<file path="src/rtl/jstk_pkg.sv">
// Shared constants for the PmodJSTK poll scheduler: register map, bit indices,
// FSM encoding and the raw-sample to X/Y/button unpacking.
package jstk_pkg;

  localparam logic [2:0] REG_CTRL   = 3'd0;
  localparam logic [2:0] REG_PERIOD = 3'd1;
  localparam logic [2:0] REG_STATUS = 3'd2;
  localparam logic [2:0] REG_XY     = 3'd3;
  localparam logic [2:0] REG_BTN    = 3'd4;

  localparam int unsigned CTRL_EN      = 0;
  localparam int unsigned CTRL_ONESHOT = 1;
  localparam int unsigned CTRL_IRQ_EN  = 2;
  localparam int unsigned CTRL_LED_LO  = 8;

  localparam int unsigned ST_BUSY = 0;
  localparam int unsigned ST_NEW  = 1;
  localparam int unsigned ST_OVR  = 2;
  localparam int unsigned ST_TMO  = 3;

  typedef enum logic [1:0] {
    S_IDLE = 2'd0,
    S_WAIT = 2'd1,
    S_REQ  = 2'd2,
    S_BUSY = 2'd3
  } state_t;

  localparam int unsigned X_LO_LSB = 16;
  localparam int unsigned X_HI_LSB = 8;
  localparam int unsigned Y_LO_LSB = 32;
  localparam int unsigned Y_HI_LSB = 24;

  // Byte0 carries Y[7:0], byte2 X[7:0]; the two MSBs of each live in bytes 1 and 3.
  function automatic logic [31:0] pack_xy(input logic [39:0] d);
    return {6'b0, d[Y_HI_LSB +: 2], d[Y_LO_LSB +: 8],
            6'b0, d[X_HI_LSB +: 2], d[X_LO_LSB +: 8]};
  endfunction

endpackage

</file>
<file path="src/rtl/jstk_wb_regs.sv">
// Wishbone slave for the joystick scheduler: decode, single-wait-state ack,
// CTRL/PERIOD/STATUS storage with write-1-to-clear status and the registered IRQ.
module jstk_wb_regs
  import jstk_pkg::*;
#(
  parameter logic [31:0] DEF_PERIOD = 32'd10_000_000
) (
  input  logic        wb_clk_i,
  input  logic        wb_rst_i,
  input  logic        wb_cyc_i,
  input  logic        wb_stb_i,
  input  logic        wb_we_i,
  input  logic [31:0] wb_adr_i,
  input  logic [31:0] wb_dat_i,
  input  logic [3:0]  wb_sel_i,
  output logic [31:0] wb_dat_o,
  output logic        wb_ack_o,
  input  logic        busy,
  input  logic [31:0] xy,
  input  logic [2:0]  btn,
  input  logic        sample_evt,
  input  logic        timeout_evt,
  output logic        ctrl_en,
  output logic        ctrl_irq_en,
  output logic [1:0]  ctrl_led,
  output logic        oneshot,
  output logic [31:0] period,
  output logic        irq
);

  logic       ack_ff;
  logic       wr;
  logic [2:0] reg_sel;
  logic [2:0] st_clr;
  logic       st_new, st_ovr, st_tmo;
  logic       unused_adr;

  assign reg_sel    = wb_adr_i[4:2];
  assign wr         = ack_ff & wb_cyc_i & wb_stb_i & wb_we_i & (wb_sel_i == 4'hF);
  assign oneshot    = wr & (reg_sel == REG_CTRL) & wb_dat_i[CTRL_ONESHOT];
  assign st_clr     = (wr && reg_sel == REG_STATUS) ? wb_dat_i[ST_TMO:ST_NEW] : '0;
  assign wb_ack_o   = ack_ff;
  assign unused_adr = ^{wb_adr_i[31:5], wb_adr_i[1:0]};

  always_ff @(posedge wb_clk_i or posedge wb_rst_i) begin
    if (wb_rst_i) begin
      ack_ff      <= 1'b0;
      ctrl_en     <= 1'b0;
      ctrl_irq_en <= 1'b0;
      ctrl_led    <= '0;
      period      <= DEF_PERIOD;
      st_new      <= 1'b0;
      st_ovr      <= 1'b0;
      st_tmo      <= 1'b0;
      irq         <= 1'b0;
    end else begin
      ack_ff <= ~ack_ff & wb_stb_i & wb_cyc_i;
      if (wr && reg_sel == REG_CTRL) begin
        ctrl_en     <= wb_dat_i[CTRL_EN];
        ctrl_irq_en <= wb_dat_i[CTRL_IRQ_EN];
        ctrl_led    <= wb_dat_i[CTRL_LED_LO +: 2];
      end
      if (wr && reg_sel == REG_PERIOD) period <= wb_dat_i;
      // A new sample always wins over a same-cycle clear.
      st_new <= sample_evt | (st_new & ~st_clr[0]);
      st_ovr <= (sample_evt & st_new) | (st_ovr & ~st_clr[1]);
      st_tmo <= timeout_evt | (st_tmo & ~st_clr[2]);
      irq    <= ctrl_irq_en & (st_new | st_tmo);
    end
  end

  always_comb begin
    wb_dat_o = '0;
    case (reg_sel)
      REG_CTRL: begin
        wb_dat_o[CTRL_EN]            = ctrl_en;
        wb_dat_o[CTRL_IRQ_EN]        = ctrl_irq_en;
        wb_dat_o[CTRL_LED_LO +: 2]   = ctrl_led;
      end
      REG_PERIOD: wb_dat_o = period;
      REG_STATUS: begin
        wb_dat_o[ST_BUSY] = busy;
        wb_dat_o[ST_NEW]  = st_new;
        wb_dat_o[ST_OVR]  = st_ovr;
        wb_dat_o[ST_TMO]  = st_tmo;
      end
      REG_XY:  wb_dat_o = xy;
      REG_BTN: wb_dat_o[2:0] = btn;
      default: wb_dat_o = '0;
    endcase
  end

endmodule

</file>
<file path="src/rtl/jstk_poll_sched.sv">
// PmodJSTK poll scheduler: periodic/one-shot start requests to the SPI engine,
// per-transaction timeout and capture of the 40-bit sample into X/Y/button registers.
module jstk_poll_sched
  import jstk_pkg::*;
#(
  parameter logic [31:0] DEF_PERIOD = 32'd10_000_000,
  parameter logic [31:0] MIN_PERIOD = 32'd2_000,
  parameter logic [19:0] TIMEOUT    = 20'd200_000
) (
  input  logic        wb_clk_i,
  input  logic        wb_rst_i,
  input  logic        wb_cyc_i,
  input  logic        wb_stb_i,
  input  logic        wb_we_i,
  input  logic [31:0] wb_adr_i,
  input  logic [31:0] wb_dat_i,
  input  logic [3:0]  wb_sel_i,
  output logic [31:0] wb_dat_o,
  output logic        wb_ack_o,
  output logic        wb_err_o,
  output logic        start_o,
  output logic [1:0]  led_o,
  input  logic        done_i,
  input  logic [39:0] data_i,
  output logic        irq_o
);

  state_t      state, state_nxt;
  logic [31:0] per_cnt, per_nxt;
  logic [19:0] tmo_cnt, tmo_nxt;
  logic [31:0] period, eff_period;
  logic [31:0] xy_q;
  logic [2:0]  btn_q;
  logic        ctrl_en, ctrl_irq_en, oneshot;
  logic [1:0]  ctrl_led;
  logic        sample_evt, timeout_evt, leave;
  logic        unused_data;

  assign wb_err_o    = 1'b0;
  assign start_o     = (state == S_REQ);
  assign eff_period  = (period < MIN_PERIOD) ? MIN_PERIOD : period;
  assign unused_data = ^{data_i[31:26], data_i[15:10], data_i[7:3], ctrl_irq_en};

  jstk_wb_regs #(.DEF_PERIOD(DEF_PERIOD)) u_regs (
    .wb_clk_i    (wb_clk_i),
    .wb_rst_i    (wb_rst_i),
    .wb_cyc_i    (wb_cyc_i),
    .wb_stb_i    (wb_stb_i),
    .wb_we_i     (wb_we_i),
    .wb_adr_i    (wb_adr_i),
    .wb_dat_i    (wb_dat_i),
    .wb_sel_i    (wb_sel_i),
    .wb_dat_o    (wb_dat_o),
    .wb_ack_o    (wb_ack_o),
    .busy        (state == S_BUSY),
    .xy          (xy_q),
    .btn         (btn_q),
    .sample_evt  (sample_evt),
    .timeout_evt (timeout_evt),
    .ctrl_en     (ctrl_en),
    .ctrl_irq_en (ctrl_irq_en),
    .ctrl_led    (ctrl_led),
    .oneshot     (oneshot),
    .period      (period),
    .irq         (irq_o)
  );

  always_ff @(posedge wb_clk_i or posedge wb_rst_i) begin
    if (wb_rst_i) begin
      state   <= S_IDLE;
      per_cnt <= '0;
      tmo_cnt <= '0;
      led_o   <= '0;
      xy_q    <= '0;
      btn_q   <= '0;
    end else begin
      state   <= state_nxt;
      per_cnt <= per_nxt;
      tmo_cnt <= tmo_nxt;
      if (state == S_REQ) led_o <= ctrl_led;
      if (sample_evt) begin
        xy_q  <= pack_xy(data_i);
        btn_q <= data_i[2:0];
      end
    end
  end

  // The period counter is loaded at each start and keeps running through BUSY so
  // start-to-start spacing equals the period; it is reloaded only if it expired.
  always_comb begin
    state_nxt   = state;
    per_nxt     = per_cnt;
    tmo_nxt     = tmo_cnt;
    sample_evt  = 1'b0;
    timeout_evt = 1'b0;
    leave       = 1'b0;
    unique case (state)
      S_IDLE: begin
        if (oneshot) begin
          state_nxt = S_REQ;
        end else if (ctrl_en) begin
          per_nxt   = eff_period;
          state_nxt = S_WAIT;
        end
      end
      S_WAIT: begin
        per_nxt = per_cnt - 32'd1;
        if (oneshot)               state_nxt = S_REQ;
        else if (!ctrl_en)         state_nxt = S_IDLE;
        else if (per_cnt <= 32'd1) state_nxt = S_REQ;
      end
      S_REQ: begin
        per_nxt   = eff_period - 32'd1;
        tmo_nxt   = '0;
        state_nxt = S_BUSY;
      end
      S_BUSY: begin
        tmo_nxt = tmo_cnt + 20'd1;
        per_nxt = (per_cnt > 32'd1) ? per_cnt - 32'd1 : per_cnt;
        if (done_i) begin
          sample_evt = 1'b1;
          leave      = 1'b1;
        end else if (tmo_cnt == TIMEOUT - 20'd1) begin
          timeout_evt = 1'b1;
          leave       = 1'b1;
        end
        if (leave) begin
          if (ctrl_en) begin
            state_nxt = S_WAIT;
            if (per_cnt <= 32'd1) per_nxt = eff_period;
          end else begin
            state_nxt = S_IDLE;
          end
        end
      end
      default: state_nxt = S_IDLE;
    endcase
  end

endmodule

</file>
<file path="config.mk">
export PLATFORM = sky130hd
export DESIGN_NAME = jstk_poll_sched
export DESIGN_NICKNAME = d
export VERILOG_FILES = /design/src/rtl/jstk_pkg.sv /design/src/rtl/jstk_wb_regs.sv /design/src/rtl/jstk_poll_sched.sv
export SDC_FILE = /design/constraint.sdc
export NUM_CORES = 1
export LEC_CHECK = 0
export BUFFER_PORTS_ARGS = -buffer_cell sky130_fd_sc_hd__clkbuf_2
export CAP_MARGIN = 20
export CORE_MARGIN = 2
export CORE_UTILIZATION = 40
export CTS_CLUSTER_SIZE = 10
export DETAILED_ROUTE_END_ITERATION = 10
export PLACE_DENSITY = 0.6
export SETUP_SLACK_MARGIN = 0.05
export SLEW_MARGIN = 20
export SYNTH_ARGS = -nofsm -noshare
export SYNTH_HDL_FRONTEND = slang
export SYNTH_HIERARCHICAL = 1
export SYNTH_SLANG_ARGS = --single-unit
</file>
<file path="constraint.sdc">
create_clock -name wb_clk_i -period 3.2 [get_ports wb_clk_i]
set_input_delay 0.16 -clock wb_clk_i [delete_from_list [all_inputs] [get_ports wb_clk_i]]
set_output_delay 0.16 -clock wb_clk_i [all_outputs]
set_load 0.03 [all_outputs]
</file>
==> flow_metrics.py <==
metrics = {
    "finish": {
        "nFillCells": 1702,
        "area_growth_pct": 34.0,
        "seq_area_mm2": 0.00301,
        "insertedDiodeCount": 0,
        "multiInputGateArea_mm2": 0.00452,
        "final_nets": 1195,
        "drive_above_1_share_pct": 29.8,
    },
    "sta": {
        "clock.fmax_mhz": 323,
        "tightestPinTransition_ns": 0.991,
        "hold_viol": 0,
        "min_period_over_period_pct": 96.8,
        "final-setup-viol-count": 0,
        "slew_violations": 0,
        "skew_ns": 0.0106,
        "worst_slack_ns": 0.104,
        "period_needed_ns": 3.10,
        "rsz0062_at_grt": "yes",
        "slew-limit-headroom_pct": 34.0,
    },
    "yosys": {
        "syn_inst": 848,
        "syn_area_per_cell_um2": 9.10,
        "yosysWarnings": 6,
        "syn_area_mm2": 0.00772,
        "synth_ff_type": "dfrtp_1",
        "synth_top_area_cell": "dfrtp_1",
        "ys_ff_latch": 120,
        "ys_top_cells_by_area": "dfrtp_1, mux2_2, nand2_1",
        "yosys.area.top_type_share_pct": 36.3,
        "synth-edff-count": 0,
        "ys_seq_area_share_pct": 39.0,
        "async_reset_ff_share_pct": 100,
        "ys_types": 77,
    },
    "critical_path": {
        "cp-end-kind": "flop",
        "critPathMaxFanout": 4,
        "crit_slowest_cell": "or4_4",
        "worst-path-buf-inv": 1,
        "rr_startpoint": "u_regs/period[12]",
        "rrSetupSlack_ns": 0.10,
        "cp.required_ns": 3.56,
        "cp-start-kind": "flop",
        "crit_family": "simple AND/OR/NAND/NOR gates",
        "arrival_ns": 3.45,
        "worstReg2RegEnd": "per_cnt[28]",
        "slowest_delay_ns": 0.52,
        "criticalPathCategory": "reg -> reg",
        "path_cells": "or4_4, nand3b_1, or3_4, nand2_4, ha_4, nor2b_4, and4_4, o2111ai_4, buf_6, or3_1, nand3_1, a22o_1",
        "worst-r2r-cell-count": 12,
    },
    "drt": {
        "routed_wirelength_um": 25000,
        "wl_met1_um": 11500,
        "drcViolationCount": 0,
        "wl_met3_um": 1670,
        "highest_layer": "met4",
        "route.vias.total": 7727,
        "vias_per_cell": 5.72,
        "wl_met2_um": 11400,
        "postRouteAntennaNets": 0,
        "first_pass_iters": 5,
        "route.detailed.wl_per_inst_um": 18.5,
        "initialDrtViolationCount": 691,
    },
    "hold_path": {
        "min_from": "wb_dat_i[2]",
        "hold-path-endpoint": "u_regs/ctrl_irq_en",
        "min_path_cells": 2,
        "hold_path_class": "in -> reg",
    },
    "power": {
        "power_frac_seq_pct": 38.5,
        "ir_worst_vdd_uv": 436,
        "clkPwrFrac_pct": 31.8,
        "p_leak_nw": 4.73,
        "power_frac_comb_pct": 29.7,
        "p_sw_share_pct": 34.8,
        "power_density_mw_per_mm2": 563,
        "total_power_mw": 5.82,
        "power_switching_mw": 2.03,
        "p_int_mw": 3.79,
    },
    "clock_network": {
        "clk_pin_slew_ns": 0.06,
        "cts.sinks": 120,
        "htreeDepth": 4,
        "clk_latency_ns": 0.42,
        "numCtsBuffers": 17,
        "cts_root_buf": "clkbuf_16",
        "clockBufferDepth": 2,
        "cts_tree": "built",
    },
    "floorplanning": {
        "start_util_pct": 41.0,
        "die_x_um": 143,
        "pin_count": 152,
        "fp.dieH_um": 143,
        "die_area_mm2": 0.0204,
        "core_area_mm2": 0.0188,
        "placementRows": 50,
    },
    "global_route": {
        "overflow": 0,
        "grt_max_degree": 35,
        "grtUsageTotal_pct": 25.3,
        "antenna_found_initial": 0,
        "grt_pass1_wl_um": 40500,
        "grt_pass1_vias": 7312,
    },
    "place": {
        "place_ws_ns": 0.0529,
        "port_buffers": 104,
        "place_hpwl_um": 17500,
        "routabilityCongestion": 0.904,
    },
    "run": {
        "maxCapViolations": 0,
    },
    "run_status": {
        "status": "complete, no violations",
    },
}
through the flow:
stage	setup TNS [ns]	area (um2)	hold slack (ns)	std cells	utilization (%)
6_report	0	10300	0.0340	1350	54.9
5_1_grt	-0.0186	10300	0.0236	1350	54.9
4_1_cts	0	10300	0.0161	1345	54.5
3_5_place_dp	0	9100	0.206	1254	48.3
3_3_place_gp	0	9080	0.377	1253	48.2
2_1_floorplan	0	7810	0.268	860	-
power groups by stage:
stage | registers [mW] | clock network [mW] | logic [mW]
global placement | 2.24 | 0 | 1.61
CTS | 2.22 | 1.88 | 1.69
floorplan | 2.13 | 0 | 1.21
finish | 2.24 | 1.85 | 1.73
detailed placement | 2.25 | 0 | 1.63
global route | 2.29 | 1.94 | 1.89
layout make-up:
cell class | instances | area share, %
sequential | 120 | 29.1
inverter | 18 | 0.665
clock inverter | 14 | 1.21
multi-input combinational | 665 | 43.7
tap | 260 | 3.15
timing repair buffer | 255 | 17.9
clock buffer | 18 | 4.25
sequential cells by signal (all words and copies together) (netlist names), 2 cells and up:
name             count
btn_q                3
led_o                2
per_cnt             32
state                2
tmo_cnt             20
u_regs/ctrl_led      2
u_regs/period       32
xy_q                20
cells in the mapped netlist (all sizes together) (20+ instances only):
| cell | count |
|---|---|
| nand2 | 75 |
| xnor2 | 27 |
| buf | 22 |
| nand3 | 25 |
| nor2 | 70 |
| dfrtp | 112 |
| nor3 | 29 |
| mux2 | 61 |
| a21oi | 45 |
| a22o | 29 |
| o21ai | 42 |
| xor2 | 20 |
| nor4 | 21 |
| clkbuf | 35 |
what timing repair did:
action	CTS	global route
hold buffers	57	0
resized for setup	1	10
setup endpoints to repair	1	8
hold endpoints to repair	98	0
buffers inserted	2	5
gates cloned	0	0
pin swaps	1	8
logic make-up (layout without fill, tap and decap cells):
family                     count (synthesis)  after routing  synth area share, %
DFF                                      120            120                 39.0
and+or+nand+nor                          305            305                 20.6
buffers and inverters                     75            305                 4.28
xor gates and xnor gates                  47             47                 5.33
muxes                                     67             67                 9.68
other                                      1             13               0.0486
adders and majority gates                  4              4                0.649
AOI/OAI and AO/OA                        229            229                 20.4
placed cells by master, fill, tap and decap left out, drive strengths merged, types with 8 or more instances in the layout:
| master | count |
|---|---|
| clkinv | 10 |
| conb | 13 |
| nor3 | 29 |
| xor2 | 20 |
| o211ai | 11 |
| clkbuf | 122 |
| or4 | 9 |
| a21oi | 45 |
| dfrtp | 112 |
| nor4 | 21 |
| dfstp | 8 |
| nor2 | 70 |
| a22oi | 9 |
| nand2 | 75 |
| o22ai | 11 |
| buf | 94 |
| nand4 | 12 |
| or3 | 18 |
| mux2 | 61 |
| o21ai | 42 |
| a31oi | 18 |
| xnor2 | 27 |
| a22o | 29 |
| nand3 | 25 |
| dlygate4sd3 | 57 |
| inv | 18 |
metal layers:
metal  up-vias  track usage (%)
met1      3746             36.3
met5         -                0
met4         0             8.55
li1       3619                -
met2       326             39.1
met3        36             3.55
how the worst max path moves through the flow:
stage / start / to / slack, ns / depth (start not counted)
4_1_cts: u_regs/period[12] / per_cnt[30] / 0.08 / 11
6_report: u_regs/period[12] / per_cnt[28] / 0.10 / 12
2_1_floorplan: u_regs/period[22] / per_cnt[30] / 0.07 / 13
3_3_place_gp: u_regs/period[12] / per_cnt[30] / 0.13 / 11
3_5_place_dp: u_regs/period[12] / per_cnt[30] / 0.05 / 11
5_1_grt: u_regs/period[13] / per_cnt[28] / -0.02 / 12
Power figures use the tool's default switching activity.
